<file path="src/rtl/hazard_scoreboard.sv">
// Bypass selection, long-latency destination scoreboard and single stall for
// the EX stage, plus a consecutive-stall counter with watchdog.
module hazard_scoreboard #(
    parameter  int NUM_SRC     = 2,
    parameter  int NUM_FWD     = 2,
    parameter  int STALL_LIMIT = 64,
    localparam int SEL_W       = $clog2(NUM_FWD + 2)
) (
    input  logic                     clk,
    input  logic                     rst_n,
    input  logic [5*NUM_SRC-1:0]     src_addr,
    input  logic [NUM_SRC-1:0]       src_valid,
    input  logic [4:0]               ex_rd,
    input  logic                     ex_rd_valid,
    input  logic [5*NUM_FWD-1:0]     fwd_rd,
    input  logic [NUM_FWD-1:0]       fwd_valid,
    input  logic [NUM_FWD-1:0]       fwd_ready,
    input  logic                     issue_valid,
    input  logic                     complete_valid,
    input  logic [4:0]               complete_rd,
    output logic [SEL_W*NUM_SRC-1:0] fwd_sel,
    output logic                     stall_o,
    output logic [5:0]               pending_count,
    output logic                     watchdog_o
);

    localparam logic [SEL_W-1:0] SEL_COMPLETE = SEL_W'(NUM_FWD + 1);
    localparam logic [7:0]       LIMIT        = 8'(STALL_LIMIT);

    logic [31:0]        pending_q, pending_d;
    logic [5:0]         count_q, count_d;
    logic [7:0]         stall_cnt_q, stall_cnt_d;
    logic [NUM_SRC-1:0] op_stall;
    logic               waw_stall;
    logic               do_set, do_clr, set_fresh, same_reg;

    genvar gi;
    generate
        for (gi = 0; gi < NUM_SRC; gi++) begin : g_operand
            logic [4:0]       addr_c;
            logic [SEL_W-1:0] sel_c;
            logic             stall_c;
            logic             hit_c;

            assign addr_c = src_addr[5*gi +: 5];

            // Descending scan so the youngest matching stage is the last to win.
            always_comb begin
                sel_c   = '0;
                stall_c = 1'b0;
                hit_c   = 1'b0;
                if (src_valid[gi] && addr_c != 5'd0) begin
                    for (int k = NUM_FWD - 1; k >= 0; k--) begin
                        if (fwd_valid[k] && fwd_rd[5*k +: 5] == addr_c) begin
                            hit_c   = 1'b1;
                            sel_c   = SEL_W'(k + 1);
                            stall_c = !fwd_ready[k];
                        end
                    end
                    if (!hit_c) begin
                        if (complete_valid && complete_rd == addr_c) begin
                            sel_c = SEL_COMPLETE;
                        end else if (pending_q[addr_c]) begin
                            stall_c = 1'b1;
                        end
                    end
                end
            end

            assign fwd_sel[gi*SEL_W +: SEL_W] = sel_c;
            assign op_stall[gi]               = stall_c;
        end
    endgenerate

    assign waw_stall = ex_rd_valid && ex_rd != 5'd0 && pending_q[ex_rd]
                       && !(complete_valid && complete_rd == ex_rd);
    assign stall_o   = (|op_stall) || waw_stall;

    // A clear only counts when the bit is actually pending; a set that lands
    // on the register being cleared keeps the bit and nets out to zero.
    assign do_set    = issue_valid && !stall_o && ex_rd != 5'd0;
    assign do_clr    = complete_valid && pending_q[complete_rd];
    assign same_reg  = do_set && do_clr && ex_rd == complete_rd;
    assign set_fresh = do_set && !pending_q[ex_rd];

    always_comb begin
        pending_d = pending_q;
        if (do_clr) pending_d[complete_rd] = 1'b0;
        if (do_set) pending_d[ex_rd] = 1'b1;
    end

    always_comb begin
        count_d = count_q;
        case ({set_fresh, do_clr && !same_reg})
            2'b10:   count_d = count_q + 6'd1;
            2'b01:   count_d = count_q - 6'd1;
            default: count_d = count_q;
        endcase
    end

    always_comb begin
        stall_cnt_d = 8'd0;
        if (stall_o) begin
            stall_cnt_d = (stall_cnt_q == 8'hFF) ? stall_cnt_q : stall_cnt_q + 8'd1;
        end
    end

    always_ff @(posedge clk or negedge rst_n) begin
        if (!rst_n) begin
            pending_q   <= '0;
            count_q     <= '0;
            stall_cnt_q <= '0;
        end else begin
            pending_q   <= pending_d;
            count_q     <= count_d;
            stall_cnt_q <= stall_cnt_d;
        end
    end

    assign pending_count = count_q;
    assign watchdog_o    = stall_cnt_q >= LIMIT;

endmodule

</file>
<file path="config.mk">
export PLATFORM = sky130hd
export DESIGN_NAME = hazard_scoreboard
export DESIGN_NICKNAME = d
export VERILOG_FILES = /design/src/rtl/hazard_scoreboard.sv
export SDC_FILE = /design/constraint.sdc
export NUM_CORES = 1
export LEC_CHECK = 0
export CAP_MARGIN = 10
export CORE_UTILIZATION = 25
export CTS_BUF_LIST = sky130_fd_sc_hd__clkbuf_8
export CTS_CLUSTER_SIZE = 14
export DETAILED_ROUTE_END_ITERATION = 8
export GPL_TIMING_DRIVEN = 0
export PLACE_DENSITY = 0.4
export SLEW_MARGIN = 20
export SYNTH_ARGS = -nofsm -noshare
export SYNTH_HDL_FRONTEND = slang
export SYNTH_SLANG_ARGS = --single-unit
</file>
<file path="constraint.sdc">
create_clock -name clk -period 5.9 [get_ports clk]
set_clock_uncertainty 0.15 [all_clocks]
set_input_delay 0.885 -clock clk [delete_from_list [all_inputs] [get_ports clk]]
set_output_delay 0.885 -clock clk [all_outputs]
set_load 0.01 [all_outputs]
</file>
# [Yosys cells after proc, flatten, opt, wreduce, memory -nomap -nowiden]
# Index checks and enable logic that the tools add are counted.
[word_totals] ram_bits=0 elab_cells=106 ff_bits=46 mem_bits_ro=0 output_inout_bits=12 latch_bits=0 input_bits=41 n_memories=0
[classes] n_shift=0 muxes=45 reduce_logical=33 n_addsub=3 div=0 order_cmp=7 eq_ne=12 n_mul=0 bitwise=3
[ops] op="$mux W32" count=2
[ops] op="$eq A5 B5 Y1" count=8
[ops] op="$and A32 B32 Y32" count=1
[ops] op="$not A32 Y32" count=1
[ops] op="$or A32 B32 Y32" count=1
[ops] op="$lt A5 B6 Y1 const B" count=4
[ops] op="$mux W1" count=24
[ops] op="$logic_and A1 B1 Y1" count=21
[ops] op="$bmux W1 S5" count=4
[ops] op="$mux W2" count=10
[ops] op="$mux W8" count=2
[ops] op="$reduce_bool A5 Y1" count=3
[ops] op="$pmux W6 S2" count=1
[ops] op="$demux W1 S5" count=2
[ops] op="$ge A5 B1 Y1 const B" count=2
[ops] op="$add A8 B1 Y8 const B" count=1
[ops] op="$eq A8 B8 Y1 const B" count=1
[ops] op="$ge A8 B7 Y1 const B" count=1
[ops] op="$add A6 B1 Y6 const B" count=1
[ops] op="$logic_not A1 Y1" count=6
[ops] op="$sub A6 B1 Y6 const B" count=1
[ops] op="$eq A2 B1 Y1 const B" count=1
[ops] op="$eq A2 B2 Y1 const B" count=1
[ops] op="$ne A2 B2 Y1 const B" count=1
[ops] op="3 further kinds" count=3

# [Depth between registers and ports, before layout]
[depth] depth_word=19 mapped_depth=19 ltp_nobuf=16

# [Worst setup path after synthesis]
# Ideal clock, no wire load.
[synth_timing] kind="input to register" start="input port src_addr[3]" end="register count_q[5] (netlist: pending_count[5])" setup_time_ns=0.125 cell_stages=18 setup_slack_ns=1.137 required_ns=5.625 n_path_buf=2 arrival_ns=4.488 path_cell_list="clkbuf_1 mux4_2 nor2b_1 a2111oi_0 a41oi_1 o2111ai_1 or4b_1 buf_2 or2_2 ha_1 ha_1 a21o_1 a21oi_1 o21bai_1 a21oi_1 xnor2_1 nor2_1 xor2_1"
[synth_via] elab_chain_len=19 elab_cells_between_ends=33 cone_classes="eq/ne: 5; mux: 12; reduce/logical: 16"
[synth_lines] item="from (decl)" line="11" text="input logic [5*NUM_SRC-1:0] src_addr,"
[synth_lines] item="branches (longest 7 deep; another with $bmux W1 S5)"
[synth_lines] item="$mux W1 (*)" line="52" text="if (src_valid[gi] && addr_c != 5'd0) begin"
[synth_lines] item="$reduce_or A2 Y1 (*)" line="77" text="assign stall_o = (|op_stall) || waw_stall;"
[synth_lines] item="$logic_or A1 B1 Y1 (*)" line="77"
[synth_lines] item="$logic_not A1 Y1 (*)" line="81" text="assign do_set = issue_valid && !stall_o && ex_rd != 5'd0;"
[synth_lines] item="$logic_and A1 B1 Y1 (*) (2 in series)" line="81"
[synth_lines] item="$logic_and A1 B1 Y1 (2 in series)" line="83" text="assign same_reg = do_set && do_clr && ex_rd == complete_rd;"
[synth_lines] item="$logic_not A1 Y1" line="94" text="case ({set_fresh, do_clr && !same_reg})"
[synth_lines] item="$logic_and A1 B1 Y1" line="94"
[synth_lines] item="$eq A2 B1 Y1 or $eq A2 B2 Y1 (tied branches)" line="94"
[synth_lines] item="$pmux W6 S2 or $reduce_bool A2 Y1 (tied branches)"
[synth_lines] item="to (signal assigned)" line="115" text="count_q <= count_d;"
[synth_lines] item="to (decl)" line="31" text="logic [5:0] count_q, count_d;"
# Every way passes the cells marked *. The select of a mux whose other input is x is not followed.
# A chain may end at the register's enable or synchronous reset.

# [Worst setup path in the final report]
[layout_timing] start="input port ex_rd[3]" end="register count_q[5] (netlist: pending_count[5])"
[layout_via] elab_chain_len=14 elab_cells_between_ends=24 cone_classes="eq/ne: 4; mux: 3; reduce/logical: 17"
[layout_lines] item="from (decl)" line="13" text="input logic [4:0] ex_rd,"
[layout_lines] item="$bmux W1 S5 (tied with other cells)" line="75, 84"
[layout_lines] item="$mux W1 (implied by the code) (tied with other cells)" line="75, 84"
[layout_lines] item="$logic_and A1 B1 Y1 or $logic_not A1 Y1 (tied branches)" line="75, 76"
[layout_lines] item="$logic_and A1 B1 Y1" line="76" text="&& !(complete_valid && complete_rd == ex_rd);"
[layout_lines] item="$logic_or A1 B1 Y1" line="77"
[layout_lines] item="$logic_not A1 Y1" line="81"
[layout_lines] item="$logic_and A1 B1 Y1 (2 in series)" line="81"
[layout_lines] item="$logic_and A1 B1 Y1 (2 in series)" line="83"
[layout_lines] item="$logic_not A1 Y1" line="94"
[layout_lines] item="$logic_and A1 B1 Y1" line="94"
[layout_lines] item="$eq A2 B1 Y1 or $eq A2 B2 Y1 (tied branches)" line="94"
[layout_lines] item="$pmux W6 S2 or $reduce_bool A2 Y1 (tied branches)"
# Several ways; a longest one is shown, not always the timed one. The select of a mux whose other input is x is not followed.

==> impl_metrics.env <==
export IMPL_min_path_type="flop to flop"
export IMPL_antenna_found_initial=0
export IMPL_cp_cell_sequence="clkdlybuf4s50_1 -> clkbuf_1 -> nand3b_1 -> o221ai_1 -> o21ai_0 -> o2111a_1 -> o211ai_1 -> or4b_1 -> buf_2 -> or2_2 -> ha_1 -> ha_1 -> a21o_1 -> a21oi_1 -> o21bai_1 -> a21oi_1 -> xnor2_1 -> nor2_1 -> xor2_1"
export IMPL_maxSlewHeadroom=0.363
export IMPL_yosys_most_used_dff="dfrtp_1"
export IMPL_wl_per_cell_um=20.6
export IMPL_yosysSeqAreaShare=0.283
export IMPL_drc=0
export IMPL_portBuffers=40
export IMPL_synth_simple_area_share=0.175
export IMPL_die_h_um=130
export IMPL_cts_root_buf="clkbuf_8"
export IMPL_synthArstFlopShare=1.00
export IMPL_slew_viol_final=0
export IMPL_critPathKind="input pin to flop"
export IMPL_powerDensity_mw_per_mm2=282
export IMPL_vias_per_cell=5.25
export IMPL_syn_area_mm2=0.00407
export IMPL_synth_top_area_frac=0.283
export IMPL_antenna_left=0
export IMPL_placed_area_mm2=0.00474
export IMPL_path_max_fanout=10
export IMPL_ios=53
export IMPL_post_route_min_period_ns=5.54
export IMPL_most_common_layout_cells="46 x dfrtp_1, 39 x nand2_1, 39 x clkdlybuf4s50_1"
export IMPL_grtUsageMet1=0.231
export IMPL_dieArea_mm2=0.0168
export IMPL_clkLatencyLatePin_ns=0.32
export IMPL_fin_nets=523
export IMPL_met2_usage=0.293
export IMPL_cp_end_kind="flop"
export IMPL_vias=3633
export IMPL_start_kind="input pin"
export IMPL_muxShareOfSynthArea=0.178
export IMPL_die_w_um=130
export IMPL_final_cell_area_mm2=0.00485
export IMPL_synth_area_leaders="dfrtp_1 28%, mux4_2 12%, xnor2_1 5.2%, xor2_1 4.5%, mux2i_1 3.7%"
export IMPL_required_ns=5.95
export IMPL_antenna_cells=0
export IMPL_syn_avg_cell_area_um2=9.49
export IMPL_place_gp_congestion=0.839
export IMPL_yosysWarningCount=0
export IMPL_synth_seq_cells=46
export IMPL_power_total_w=0.00137
export IMPL_worst_slew_pin_slew_ns=0.948
export IMPL_areaGrowthSynthToFinish_pct=19.0
export IMPL_drv_cap=0
export IMPL_row_count=46
export IMPL_dr_pass1_iters=4
export IMPL_synth_edf_count=0
export IMPL_cp_arrival_ns=5.59
export IMPL_synth_compound_area_frac=0.189
export IMPL_cts_inserted_buffers=5
export IMPL_final_common_cell="dfrtp_1"
export IMPL_fmax_ghz=0.181
export IMPL_slowest_delay_ns=0.53
export IMPL_rsz0062_at_grt="no"
export IMPL_path_clk_slew_ns=0.09
export IMPL_setup_viol=0
export IMPL_cts_tree="done"
export IMPL_synth_distinct_cells=60
export IMPL_initial_core_util=0.256
export IMPL_critPathBufInv=3
export IMPL_use_met3=0.0252
export IMPL_synth_xor_area_share=0.0968
export IMPL_synth_nets=477
export IMPL_drt_iter0_drc=248
export IMPL_crit_slowest_cell="or4b_1"
export IMPL_synthAdderAreaFrac=0.0233
export IMPL_synth_top_cell_by_area="dfrtp_1"
export IMPL_irDropWorstVdd_v=0.000112
export IMPL_grt_start_max_net_pins=47
export IMPL_post_route_cells_drive_above_1_share=0.134
export IMPL_busiest_layer="met2"
export IMPL_totalWireLength_um=14300
export IMPL_grt_first_pass_wirelength_um=22000
export IMPL_finalCritPeriodShare=0.939
export IMPL_crit_family="compound AO/OA/AOI/OAI gates"
export IMPL_power_leakage_nw=1.80
export IMPL_synth_top_family_by_area="compound AO/OA/AOI/OAI gates"
export IMPL_coreArea_mm2=0.0159
export IMPL_grt_overflow_total=0
export IMPL_syn_inst=429
export IMPL_ctsHoldBuffers=0
export IMPL_cts_max_path_buffers=2
export IMPL_grt_pass1_vias=3752
export IMPL_cts_sinks=46
export IMPL_htreeDepth=2
export IMPL_dp_hpwl_um=10800
export IMPL_status="complete, no violations"
export IMPL_grtUsageTotal=0.178
export IMPL_final_hold_violation_count=0
export IMPL_cts_setup_buffers=0
[sequential cells by signal, indices dropped and copies added, names as in the netlist]
register / count
pending_count: 6
pending_q: 32
stall_cnt_q: 8
[final timing paths]
check	from	end	slack, ns	depth (start not counted)
min in group asynchronous	rst_n	pending_q[18]$_DFF_PN0_	0.43	1
hold reg to reg	pending_count[5]$_DFFE_PN0P_	pending_count[5]$_DFFE_PN0P_	0.34	1
max in group asynchronous	rst_n	pending_count[5]$_DFFE_PN0P_	4.74	1
setup reg to reg	pending_q[17]$_DFF_PN0_	pending_count[5]$_DFFE_PN0P_	1.20	17
setup / recovery	ex_rd[3]	pending_count[5]$_DFFE_PN0P_	0.36	19
hold / removal	pending_count[5]$_DFFE_PN0P_	pending_count[5]$_DFFE_PN0P_	0.34	1
[report_power, final]
part	total (W)	switching (W)	leakage, nW	internal (W)
sequential	0.000562	0.000154	0.583	0.000408
clock	0.000246	0.000121	0.0556	0.000125
combinational	0.000560	0.000259	1.16	0.000301
[cell families (layout without fill, tap and decap cells)]
group / Yosys count / after routing
AND/OR/NAND/NOR: 132 / 132
AO/OA/AOI/OAI: 108 / 108
buffers and inverters: 47 / 94
flip-flops: 46 / 46
XOR/XNOR: 45 / 45
multiplexers: 44 / 44
adder cells (fa/ha/maj): 7 / 7
[layout make-up]
| cell class | instances | area [um2] |
|---|---|---|
| timing repair buffer | 40 | 398 |
| sequential | 46 | 1150 |
| clock buffer | 5 | 68.8 |
| fill | 1698 | 11000 |
| multi-input combinational | 336 | 2700 |
| inverter | 13 | 48.8 |
| tap | 216 | 270 |
| clock inverter | 3 | 41.3 |
| buffer | 33 | 173 |
[Yosys cell counts (all sizes together), types with 5 or more instances]
master   number
nor3b         9
nor4          6
o21ai        29
and3          7
nor2b         9
nor2         15
nand4         5
nand2b        7
mux4         22
nand3         6
o2bb2ai      10
xor2         21
buf          19
mux2i        15
nor3          8
nand2        39
o41ai         5
o22ai         8
clkbuf       15
xnor2        24
a21oi        12
mux2          7
ha            6
inv          13
o31ai        20
dfrtp        46
[layer usage]
| metal | routed length [um] | vias up |
|---|---|---|
| met3 | 774 | 29 |
| li1 | - | 1704 |
| met4 | 539 | 0 |
| met5 | 0 | - |
| met2 | 6700 | 117 |
| met1 | 6260 | 1783 |
[repair_timing]
action	in CTS	in global routing
endpoints found under the hold margin	0	0
resized for setup	0	1
endpoints found under the setup margin	0	1
[stage by stage]
step | setup TNS, ns | setup slack (ns) | util | hold WS [ns] | std cells
3_5_place_dp | -0.141 | -0.141 | 0.298 | 0.311 | 685
3_3_place_gp | -0.153 | -0.153 | 0.299 | 0.332 | 685
5_1_grt | 0 | 0.0293 | 0.305 | 0.362 | 692
6_report | 0 | 0.362 | 0.305 | 0.343 | 692
4_1_cts | 0 | 0.198 | 0.305 | 0.337 | 693
2_1_floorplan | 0 | 1.14 | - | 0.351 | 429
Note: power is estimated with default switching activity, not from simulation.
